--- src/rtl/key_debounce.sv ---
// key_debounce: 2-flop synchroniser plus FSM/counter debouncer for one active-low push-button.
// Defining KEY_REPEAT_EN adds auto-repeat strobes while the key stays held.
module key_debounce #(
    parameter int unsigned CLK_FREQ_HZ = 50_000_000,
    parameter int unsigned DEBOUNCE_MS = 20,
    parameter int unsigned LONG_MS     = 1000,
    parameter int unsigned REPEAT_MS   = 200
) (
    input  logic       sys_clk,
    input  logic       sys_rst_n,
    input  logic       key_n,
    output logic       key_flag,
    output logic       key_release,
    output logic       key_level,
    output logic [3:0] press_count
);

    localparam int unsigned DB_CNT   = CLK_FREQ_HZ / 1000 * DEBOUNCE_MS;
    localparam int unsigned LONG_CNT = CLK_FREQ_HZ / 1000 * LONG_MS;
    localparam int unsigned REP_CNT  = CLK_FREQ_HZ / 1000 * REPEAT_MS;

`ifdef KEY_REPEAT_EN
    localparam bit REPEAT_ON = 1'b1;
`else
    localparam bit REPEAT_ON = 1'b0;
`endif

    // Counter width only has to cover the hold/repeat counts when auto-repeat is built in.
    localparam int unsigned RPT_MAX = (LONG_CNT > REP_CNT) ? LONG_CNT : REP_CNT;
    localparam int unsigned MAX_CNT = (REPEAT_ON && (RPT_MAX > DB_CNT)) ? RPT_MAX : DB_CNT;
    localparam int unsigned CW      = $clog2(MAX_CNT) + 1;

    localparam logic [CW-1:0] DB_LAST = CW'(DB_CNT - 1);

    localparam logic [1:0] IDLE       = 2'd0;
    localparam logic [1:0] PRESS_DB   = 2'd1;
    localparam logic [1:0] HELD       = 2'd2;
    localparam logic [1:0] RELEASE_DB = 2'd3;

    logic          sync1;
    logic          key_s;
    logic [1:0]    state;
    logic [CW-1:0] cnt;
    logic          press_ok;
    logic          rpt_fire;

    always_ff @(posedge sys_clk or negedge sys_rst_n) begin
        if (!sys_rst_n) begin
            sync1 <= 1'b1;
            key_s <= 1'b1;
        end else begin
            sync1 <= key_n;
            key_s <= sync1;
        end
    end

    assign press_ok = (state == PRESS_DB) && !key_s && (cnt == DB_LAST);

`ifdef KEY_REPEAT_EN
    localparam logic [CW-1:0] LONG_LAST = CW'(LONG_CNT - 1);
    localparam logic [CW-1:0] RELOAD    = CW'(LONG_CNT - REP_CNT);

    logic [CW-1:0] hold_cnt;

    assign rpt_fire = (state == HELD) && !key_s && (hold_cnt == LONG_LAST);

    // Reload after each repeat so the next one lands REP_CNT cycles later; frozen outside HELD.
    always_ff @(posedge sys_clk or negedge sys_rst_n) begin
        if (!sys_rst_n) begin
            hold_cnt <= '0;
        end else if (press_ok) begin
            hold_cnt <= '0;
        end else if ((state == HELD) && !key_s) begin
            hold_cnt <= rpt_fire ? RELOAD : hold_cnt + 1'b1;
        end
    end
`else
    assign rpt_fire = 1'b0;
`endif

    always_ff @(posedge sys_clk or negedge sys_rst_n) begin
        if (!sys_rst_n) begin
            state       <= IDLE;
            cnt         <= '0;
            key_flag    <= 1'b0;
            key_release <= 1'b0;
            key_level   <= 1'b0;
            press_count <= '0;
        end else begin
            key_flag    <= 1'b0;
            key_release <= 1'b0;
            case (state)
                IDLE: begin
                    if (!key_s) begin
                        state <= PRESS_DB;
                        cnt   <= '0;
                    end
                end
                PRESS_DB: begin
                    if (key_s) begin
                        state <= IDLE;
                    end else if (press_ok) begin
                        state       <= HELD;
                        key_flag    <= 1'b1;
                        key_level   <= 1'b1;
                        press_count <= press_count + 4'd1;
                    end else begin
                        cnt <= cnt + 1'b1;
                    end
                end
                HELD: begin
                    if (key_s) begin
                        state <= RELEASE_DB;
                        cnt   <= '0;
                    end else if (rpt_fire) begin
                        key_flag    <= 1'b1;
                        press_count <= press_count + 4'd1;
                    end
                end
                RELEASE_DB: begin
                    if (!key_s) begin
                        state <= HELD;
                    end else if (cnt == DB_LAST) begin
                        state       <= IDLE;
                        key_release <= 1'b1;
                        key_level   <= 1'b0;
                    end else begin
                        cnt <= cnt + 1'b1;
                    end
                end
                default: state <= IDLE;
            endcase
        end
    end

endmodule

--- config.mk ---
export PLATFORM = sky130hd
export DESIGN_NAME = key_debounce
export DESIGN_NICKNAME = d
export VERILOG_FILES = /design/src/rtl/key_debounce.sv
export SDC_FILE = /design/constraint.sdc
export NUM_CORES = 1
export LEC_CHECK = 0
export CAP_MARGIN = 10
export CORE_ASPECT_RATIO = 1.25
export CORE_MARGIN = 2
export CORE_UTILIZATION = 25
export DETAILED_ROUTE_END_ITERATION = 8
export GPL_TIMING_DRIVEN = 1
export PLACE_DENSITY = 0.38
export SETUP_SLACK_MARGIN = 0.2
export SLEW_MARGIN = 40
export SYNTH_ARGS = -nofsm -noshare
export SYNTH_HDL_FRONTEND = slang
export SYNTH_SLANG_ARGS = --single-unit
--- constraint.sdc ---
create_clock -name sys_clk -period 2.37 [get_ports sys_clk]
set_input_delay 0.3555 -clock sys_clk [delete_from_list [all_inputs] [get_ports sys_clk]]
set_output_delay 0.3555 -clock sys_clk [all_outputs]
set_load 0.03 [all_outputs]
* Word-level counts from Yosys, hierarchy flattened
Cells that the tools add are included.
** Word-level totals
- Output and inout bits :: 7
- Word-level logic and storage cells :: 59
- Register bits after elaboration :: 32
** Cells by class
- Eq/ne operators :: 14
- Bitwise operators :: 1
- Muxes and demuxes :: 25
- Reduce and logical (&&, ||, !) cells :: 9
- $add $sub $neg :: 2
** Operators by type and width (count)
- $mux W21 :: 6
- $pmux W21 S4 :: 1
- $add A21 B1 Y21 const B :: 1
- $eq A21 B20 Y1 const B :: 1
- $ne A2 B2 Y1 const B :: 8
- $mux W2 :: 6
- $mux W1 :: 10
- $pmux W2 S4 :: 1
- $ne A3 B3 Y1 const B :: 2
- $reduce_and A6 Y1 :: 1
- $reduce_and A5 Y1 :: 1
- $add A4 B1 Y4 const B :: 1
- $eq A2 B2 Y1 const B :: 2
- $reduce_and A4 Y1 :: 1
- $reduce_and A3 Y1 :: 1
- $eq A2 B1 Y1 const B :: 1
- $logic_and A1 B1 Y1 :: 2
- $logic_not A2 Y1 :: 1
- $pmux W1 S2 :: 1
- $reduce_bool A2 Y1 :: 1
- $logic_not A1 Y1 :: 1
- $not A1 Y1 :: 1

* Depth between registers and ports, before layout
Gate-level depths: netlist of run 1.
- Depth after elaboration :: 6
- Gate-level depth with buffers :: 7
- Depth with buffers taken out :: 5

* Worst setup path before layout of run 1
OpenSTA, ideal clock, no wires.
- Path kind :: reg2reg
- From :: reg cnt[0]
- To :: reg press_count[1]
- Stages on the path, launching flop included :: 7
- Slack :: 505 ps
- Library setup time :: 125 ps
- Data arrival time :: 1740 ps
- Path through :: dfrtp_1 -> ha_1 -> nand3_2 -> or3_1 -> buf_6 -> nor3_4 -> mux2_4
** On the way
- Word-level cells in the longest chain between the ends :: 3
** Ends and longest elaborated chain
- start, declared :: RTL line 43 : logic [CW-1:0] cnt;
- start signal, assigned :: RTL line 108 : cnt <= cnt + 1'b1;
- start signal, assigned :: RTL line 128 : cnt <= cnt + 1'b1;
- $eq A21 B20 Y1 :: RTL line 57 : assign press_ok = (state == PRESS_DB) && !key_s && (cnt == DB_LAST);
- $logic_and A1 B1 Y1 :: RTL line 57
- $reduce_and A3 Y1 (no line)
- end signal, assigned :: RTL line 106 : press_count <= press_count + 4'd1;
- end signal, assigned :: RTL line 117 : press_count <= press_count + 4'd1;
- end, declared :: RTL line 15 : output logic [3:0] press_count
Every way passes these cells.
A chain may end at the register's enable or synchronous reset.

* Worst setup path in the final report of run 1
Same ends and word-level chain as after synthesis.

==> flow_summary.yaml, run 1 <==
run_status:
  status: "complete, no violations"
logic_synthesis:
  ys_warn_count: 0
  ys_async_sr_fraction_pct: 100.0
  synth_area_um2: 1879
  synth_compound_area_share_pct: 14.85
  synthCells: 191
  synth_seq_cells: 32
  syn_avg_cell_area_um2: 9.839
  synthSimpleGateAreaFrac_pct: 27.63
  ys_seq_area_share_pct: 42.74
  muxShareOfSynthArea_pct: 4.328
  synth_edf_count: 0
  synthAdderAreaFrac_pct: 1.332
  synth_top_family_by_area: "simple AND/OR/NAND/NOR gates"
  synth_ff_type: "dfrtp_1"
  synth_nets: 196
  ys_types: 47
  synth_xor_area_share_pct: 2.730
timing:
  timing.fmax_mhz: 489.2
  setup_viol: 0
  tightest_slew_ns: 0.5217
  min_period_ns: 2.044
  fin_ws_ns: 0.3257
  final.period_utilization_pct: 86.26
  finalClockSkew_ns: 0.005504
  drv_slew: 0
  hold_viol_final: 0
  maxSlewHeadroom_pct: 65.16
  rsz0062_at_grt: "false"
  totalNegativeSetupSlack_ns: 0
power_and_ir_drop:
  comb_power_share_pct: 5.4
  p_switching_uw: 273.7
  cellPowerDensity_nw_per_um2: 556.8
  clockPowerShare_pct: 48.3
  pwr-share-seq_pct: 46.4
  vdd_drop_max_mv: 0.2307
  switching_share_pct: 22.39
  p_leak_nw: 0.9070
  p_int_uw: 948.9
  p_total_mw: 1.223
setup_path:
  r2r_cells: 5
  worstPathMaxFanout: 6
  path_cells: "ha_1 -> nand3_2 -> or3_1 -> nor3_4 -> mux2_4"
  worstSetupPathType: "flop to flop"
  rr_startpoint: "cnt[0]"
  reg2reg_setup_slack_ns: 0.33
  worstPathArrival_ns: 2.21
  end_kind: "flop"
  worstSetupStartpointType: "flop"
  max_stage_delay_ns: 0.49
  r2r_end: "press_count[1]"
  critPathRequiredTime_ns: 2.54
  cp_slowest_cell: "or3_1"
place:
  dp_hpwl_um: 3209
  io_buffers: 9
  place_congestion: 0.8056
  post_dp_cell_area_um2: 2047
  place_ws_ns: 0.3185
  place_inst: 285
global_routing:
  grt_max_degree: 33
  grt_pass1_vias: 1554
  overflow: 0
  track_usage_pct: 12.21
  antenna_found_initial: 0
  grt_pass1_wl_um: 7665
die:
  dieHeight_um: 100.9
  io_pins: 10
  start_util_pct: 25.70
  die_w_um: 81.55
  dieArea_um2: 8231
  fp-row-count: 35
  coreArea_um2: 7313
layout:
  final_cell_area_um2: 2196
  antenna_cells: 0
  syn2layout_area_growth_pct: 16.84
  instances_no_fill: 293
  drive_gt1_share_pct: 17.91
  fillers: 754
  finalNetCount: 205
routing:
  drt-initial-drc-count: 69
  dr.pass1.iters: 4
  routed_wl_um: 4563
  drc: 0
  avgViaCountPerCell: 5.287
  ant_nets: 0
  num_vias: 1549
  wl_per_cell_um: 15.57
hold_path:
  holdPathStages: 0
  hold_path_end: "key_s"
  hp-start: "sync1"
  hold_class: "flop to flop"
clock_tree:
  insertion_delay_ns: 0.28
  clkSlewWorstSetupHoldPaths_ns: 0.07
  cts_root_buf: "clkbuf_8"
  htreeDepth: 2
  numCtsBuffers: 5
  cts_tree: "done"
  cts_buffer_depth: 2
  post-cts-setup-buffers: 0
  clock-sinks: 32
run:
  drv_cap: 0
[flip-flops by register name, summed over array words and instances (netlist names), named ones only]
name and cells:
cnt 21, press_count 4, key_flag 1, key_level 1, key_release 1, key_s 1, state 1, sync1 1
[synthesized netlist by cell type (all sizes together) (5+ instances only)]
cell type	number	share of area, %
nand3	14	4.0
dfrtp	30	40
o211ai	5	2.0
mux2	6	3.8
nand3b	5	2.0
nor2	14	2.8
buf	6	2.6
a21oi	8	2.1
nand4	11	4.5
nand2	19	3.8
clkbuf	9	3.0
a22o	6	2.8
[cell families (layout without fill, tap and decap cells)]
kind of cell,count (synthesis),count (layout)
xor gates and xnor gates,5,5
and+or+nand+nor,88,88
DFF,32,32
adders and majority gates,2,2
AOI/OAI and AO/OA,38,38
buffers and inverters,19,29
muxes,7,7
[routing by layer]
metal / wire [um] / track usage [%] / up-vias
met3: 145 / 2.330 / 11
met5: 0 / 0 / -
met2: 2261 / 20.81 / 29
li1: - / - / 738
met4: 122 / 4.954 / 0
met1: 2034 / 14.89 / 771
[worst max-delay path, delay by kind of cell, from the launching register on]
kind	cells	cell delay, ns
DFF	1	0.43
muxes	1	0.32
adders and majority gates	1	0.25
and+or+nand+nor	3	0.93
[worst max path at each step]
stage / from / to / cells past startpoint / slack, ns
floorplan: cnt[0] / press_count[1] / 6 / 0.51
CTS: cnt[0] / press_count[1] / 5 / 0.31
global route: cnt[8] / press_count[1] / 4 / 0.20
detailed placement: cnt[0] / press_count[1] / 5 / 0.32
finish: cnt[0] / press_count[1] / 5 / 0.33
global placement: cnt[0] / press_count[1] / 5 / 0.37
[area by class of cell]
class / instances / area, um^2 / share of cell area, %
Tap cell: 92 / 115.1 / 5.242
Inverter: 4 / 15.01 / 0.6838
Sequential cell: 32 / 803.3 / 36.58
Multi-Input combinational cell: 140 / 985.9 / 44.90
Clock buffer: 7 / 96.34 / 4.387
Clock inverter: 1 / 30.03 / 1.368
Timing Repair Buffer: 17 / 150.1 / 6.838
[cells in the final DEF (no fill, tap or decap), types with 2 or more instances in the layout]
cell	n
and4_1	4
a211oi_1	3
o21ai_0	2
o31ai_1	3
or4_1	4
dfstp_2	2
o311ai_0	4
mux2_2	5
buf_4	8
nor3_1	3
a22o_1	6
nor2_1	14
nand3_1	13
and3_2	2
nand4_1	10
ha_1	2
inv_1	4
a31oi_1	2
clkdlybuf4s50_1	9
xor2_1	3
nand3b_1	5
nor2b_1	2
dfrtp_1	30
or3_1	2
clkbuf_8	7
o211ai_1	5
nor4_1	2
nand2_1	19
a21oi_1	8
[through the flow]
stage / util (%) / hold slack, ns
floorplan: - / 0.05991
global placement: 27.99 / 0.3503
detailed placement: 27.99 / 0.3473
CTS: 29.72 / 0.3615
global route: 30.03 / 0.3654
finish: 30.03 / 0.3595
[what timing repair did]
item	in CTS	in global routing
hold endpoints to repair	0	0
hold buffers	0	0
setup endpoints to repair	0	1
gates resized for setup	0	1
[power by group through the flow]
stage                     Sequential (mW)  Combinational [mW]  Clock (mW)
after floorplan                     0.572              0.0404           0
after global placement              0.575              0.0650           0
after detailed placement            0.576              0.0663           0
after CTS                           0.565              0.0664       0.605
after global routing                0.568              0.0758       0.630
final                               0.567              0.0657       0.590
Power figures use the tool's default switching activity.
==> run 2, diff against run 1 <==
CELL_PAD_IN_SITES_DETAIL_PLACEMENT = 1   (was default)
CELL_PAD_IN_SITES_GLOBAL_PLACEMENT = 1   (was default)
GPL_TIMING_DRIVEN = 0   (was 1)
PLACE_DENSITY = 0.46   (was 0.38)
==> run 2 against run 1 <==
  * Combinational power increased by 19%
  * Worst setup slack got worse by 0.0014 ns
  * Power decreased by 11%
  * Clock power decreased by 25%
  * Sequential power about the same
  * Final area increased by 0.97%
  * Critical path depth increased by 1
  * Register-to-register slack about the same
  * Sequential cell count unchanged
  * First-iteration DRC count increased by 16%
  * Via count increased by 4.1%
==> flow_summary.yaml, run 2 (synthesis results as in run 1) <==
layout:
  finalNetCount: 214
  multi_input_area_um2: 960.9
  antenna_cells: 0
  reg.largest.list: "cnt x21, press_count x4"
  fin_util_pct: 30.32
  fillers: 827
  final_cell_mix: "dfrtp_1 (30), nand2_1 (19), nor2_1 (14)"
  regMostFlops: "cnt"
  layout_commonest_cell: "dfrtp_1"
  register_area_um2: 803.3
  instances_no_fill: 302
  largest_reg_flops: 21
  drive_gt1_share_pct: 20.00
  syn2layout_area_growth_pct: 17.98
setup_path:
  max_stage_delay_ns: 0.42
  cp_slowest_cell: "dfrtp_1"
  worstPathArrival_ns: 2.21
  end_kind: "flop"
  worstPathMaxFanout: 6
  worstSetupPathType: "flop to flop"
  worstSetupStartpointType: "flop"
  path_cells: "ha_1 -> nand3_2 -> or3_1 -> buf_6 -> nor3_4 -> mux2_4"
  critPathRequiredTime_ns: 2.54
timing:
  tightest_slew_ns: 0.6314
  maxSlewHeadroom_pct: 57.91
  hold_viol_final: 0
  finalClockSkew_ns: 0.004908
  timing.fmax_mhz: 488.8
  fin_ws_ns: 0.3243
  setup_viol: 0
  totalNegativeSetupSlack_ns: 0
  drv_slew: 0
  rsz0062_at_grt: "false"
  min_period_ns: 2.046
  final.period_utilization_pct: 86.32
die:
  coreArea_um2: 7313
  fp-row-count: 35
  die_w_um: 81.55
  io_pins: 10
  dieHeight_um: 100.9
  start_util_pct: 25.70
  dieArea_um2: 8231
run_status:
  status: "complete, no violations"
global_routing:
  overflow: 0
  track_usage_pct: 14.94
  grt_pass1_vias: 1713
  antenna_found_initial: 0
  grt_pass1_wl_um: 9101
  grt_max_degree: 22
hold_path:
  hold_class: "flop to flop"
clock_tree:
  htreeDepth: 2
  cts_root_buf: "clkbuf_8"
  clock-sinks: 32
  numCtsBuffers: 5
  clkSlewWorstSetupHoldPaths_ns: 0.07
  cts_tree: "done"
  insertion_delay_ns: 0.28
  cts_buffer_depth: 2
place:
  place_inst: 293
  place_ws_ns: 0.2873
  io_buffers: 9
  dp_hpwl_um: 4018
  place_congestion: 0.7306
routing:
  drc: 0
  route.met3.wl_um: 141
  drt-initial-drc-count: 80
  num_vias: 1612
  ant_nets: 0
  wl_per_cell_um: 18.24
  dr.pass1.iters: 4
  drt-met1-wl_um: 2455
  wl_met2_um: 2839
  routed_wl_um: 5507
  avgViaCountPerCell: 5.338
  top_layer: "met4"
power_and_ir_drop:
  cellPowerDensity_nw_per_um2: 490.4
  p_leak_nw: 0.9348
  vdd_drop_max_mv: 0.2046
run:
  drv_cap: 0
[run 2: cell count changes in the layout (fill, tap and decap cells not counted), moves of 2 or more]
cell      delta
buf_4        -8
buf_2        +4
clkbuf_2     +4
buf_6        +3
clkbuf_1     +3
clkinv_2     +2
[run 2: per-layer routing]
metal,track usage [%],vias up
met3,2.330,5
li1,-,756
met4,3.911,0
met5,0,-
met2,25.66,26
met1,19.28,825
[run 2: power by group]
| group | switching, mW | total [mW] | internal (mW) |
|---|---|---|---|
| Combinational | 0.0515 | 0.0785 | 0.0270 |
| Sequential | 0.00936 | 0.564 | 0.555 |
| Clock | 0.213 | 0.444 | 0.232 |
[run 2: worst paths after layout]
check	cells after the start	start	slack, ns	to
worst min register to register	0	sync1	0.36	key_s
min in group asynchronous	2	sys_rst_n	0.51	cnt[17]
worst max-delay path	6	cnt[0]	0.32	press_count[1]
worst min-delay path	0	sync1	0.36	key_s
worst max register to register	6	cnt[0]	0.32	press_count[1]
max in group asynchronous	3	sys_rst_n	1.44	cnt[4]
[run 2: repair_timing]
item / in CTS / in global routing
buffers inserted: 0 / 0
gates resized for setup: 0 / 5
endpoints found under the hold margin: 9 / 0
setup endpoints to repair: 0 / 4
hold buffers: 1 / 0
[run 2: through the flow]
stage	hold slack (ns)	power, mW	instance area (um^2)
finish	0.3621	1.087	2217
global route	0.3706	1.142	2217
CTS	0.3623	1.110	2210
detailed placement	0.2813	0.6534	2107
global placement	0.3503	0.6467	2085
floorplan	0.05991	0.6124	1879
[run 2: layout make-up]
class / instances / share of cell area, %
buffer: 15 / 4.853
clock buffer: 6 / 3.725
clock inverter: 2 / 0.4515
inverter: 4 / 0.6772
multi-input combinational: 140 / 43.34
sequential: 32 / 36.23
tap: 92 / 5.192
timing repair buffer: 11 / 5.530
[run 2: worst max-delay path, delay by kind of cell (launching register included)]
family                   cells  cell delay, ns
AND/OR/NAND/NOR              3            0.78
buffers and inverters        1            0.15
multiplexers                 1            0.33
flip-flops                   1            0.42
adder cells (fa/ha/maj)      1            0.26
==> run 3, diff against run 2 <==
PLACE_DENSITY = 0.44   (was 0.46)
==> run 3 against run 2 <==
  * Fmax decreased by 0.20%
  * Sequential cell count unchanged
  * Clock power about the same
  * Via count increased by 1.2%
  * Clock skew increased by 0.0012 ns
  * First-iteration DRC count increased by 8.8%
  * Hold slack got worse by 0.0055 ns
  * Core utilization about the same
  * Count of clock-buffer cells in the layout increased by 2
  * Critical path depth unchanged
  * Final area about the same
  * Cell count unchanged
  * Largest power group unchanged
==> flow_summary.yaml, run 3 (synthesis results as in run 1) <==
die:
  die_w_um: 81.55
  io_pins: 10
  dieArea_um2: 8231
  coreArea_um2: 7313
  dieHeight_um: 100.9
  fp-row-count: 35
  start_util_pct: 25.70
power_and_ir_drop:
  vdd_drop_max_mv: 0.2605
  p_leak_nw: 0.9241
  cellPowerDensity_nw_per_um2: 491.0
  p_total_mw: 1.088
layout:
  syn2layout_area_growth_pct: 17.91
  fin_util_pct: 30.30
  regMostFlops: "cnt"
  layout_commonest_cell: "dfrtp_1"
  reg.largest.list: "cnt x21, press_count x4"
  drive_gt1_share_pct: 19.05
  final_cell_mix: "dfrtp_1 (30), nand2_1 (19), nor2_1 (14)"
  finalNetCount: 214
  antenna_cells: 0
  largest_reg_flops: 21
clock_tree:
  numCtsBuffers: 5
  insertion_delay_ns: 0.28
  clock-sinks: 32
  cts_root_buf: "clkbuf_8"
  cts_buffer_depth: 2
  clkSlewWorstSetupHoldPaths_ns: 0.07
  post-cts-setup-buffers: 0
  cts_tree: "done"
  htreeDepth: 2
routing:
  ant_nets: 0
  avgViaCountPerCell: 5.401
  routed_wl_um: 5443
  wl_per_cell_um: 18.02
  num_vias: 1631
  drc: 0
  dr.pass1.iters: 4
  drt-initial-drc-count: 87
timing:
  hold_viol_final: 0
  setup_viol: 0
  min_period_ns: 2.050
  finalClockSkew_ns: 0.006093
  final.period_utilization_pct: 86.49
  timing.fmax_mhz: 487.9
  rsz0062_at_grt: "false"
  maxSlewHeadroom_pct: 59.97
  drv_slew: 0
  tightest_slew_ns: 0.6004
  totalNegativeSetupSlack_ns: 0
global_routing:
  grt_pass1_wl_um: 9439
  track_usage_pct: 15.09
  grt_max_degree: 20
  overflow: 0
  antenna_found_initial: 0
  grt_pass1_vias: 1807
setup_path:
  worstSetupPathType: "flop to flop"
  worstSetupStartpointType: "flop"
  cp_slowest_cell: "dfrtp_1"
  max_stage_delay_ns: 0.44
  critPathRequiredTime_ns: 2.54
  r2r_cells: 6
  worstPathArrival_ns: 2.22
  end_kind: "flop"
  worstPathMaxFanout: 6
  path_cells: "ha_2 -> nand3_2 -> or3_1 -> buf_6 -> nor3_4 -> mux2_4"
hold_path:
  hold_class: "flop to flop"
  holdPathStages: 0
run_status:
  status: "complete, no violations"
run:
  drv_cap: 0
place:
  dp_hpwl_um: 3986
  io_buffers: 9
  place_congestion: 0.7507
-- run 3: critical path, delay by kind of cell, from the launching register on --
kind,cells,cell delay (ns)
adder cells (fa/ha/maj),1,0.25
buffers and inverters,1,0.15
flip-flops,1,0.44
multiplexers,1,0.33
AND/OR/NAND/NOR,3,0.77
-- run 3: power breakdown --
group / internal, mW / total, mW / switching (mW)
Sequential: 0.555 / 0.566 / 0.0106
Clock: 0.237 / 0.446 / 0.209
Combinational: 0.0270 / 0.0768 / 0.0498
-- run 3: area by class of cell --
type                       instances  area [um^2]
timing repair buffer              11        122.6
inverter                           4        15.01
multi-input combinational        140        963.4
tap                               92        115.1
buffer                            15        106.4
sequential                        32        803.3
clock buffer                       8        90.09
fill                             846         5097
-- run 3: path summary, 6_finish.rpt --
| kind | from | end | slack (ns) |
|---|---|---|---|
| setup / recovery | cnt[0] | press_count[1] | 0.32 |
| hold / removal | sync1 | key_s | 0.36 |
| setup reg to reg | cnt[0] | press_count[1] | 0.32 |
| hold reg to reg | sync1 | key_s | 0.36 |
| max in group asynchronous | sys_rst_n | key_s | 1.32 |
| min in group asynchronous | sys_rst_n | cnt[13] | 0.53 |
-- run 3: metal layers --
layer  global-route usage, %  routed length [um]  vias to the layer above
met5                       0                   0                        -
met4                   3.911                  68                        0
met3                   2.330                 141                        5
met2                   26.73                2870                       24
met1                   18.80                2362                      844
li1                        -                   -                      758
-- run 3: metrics by stage --
| stage | cells | cell area [um^2] | worst slack [ns] | hold slack [ns] |
|---|---|---|---|---|
| 5_1_grt | 302 | 2216 | 0.2083 | 0.3602 |
| 3_5_place_dp | 293 | 2107 | 0.3064 | 0.3077 |
| 4_1_cts | 302 | 2207 | 0.2943 | 0.3595 |
| 2_1_floorplan | 191 | 1879 | 0.5050 | 0.05991 |
| 3_3_place_gp | 292 | 2085 | 0.1548 | 0.3474 |
| 6_report | 302 | 2216 | 0.3202 | 0.3566 |
-- run 3: repair_timing --
action | 4_1_cts | 5_1_grt
endpoints found under the hold margin | 13 | 0
endpoints found under the setup margin | 0 | 6
hold buffers | 1 | 0
gates resized for setup | 0 | 4
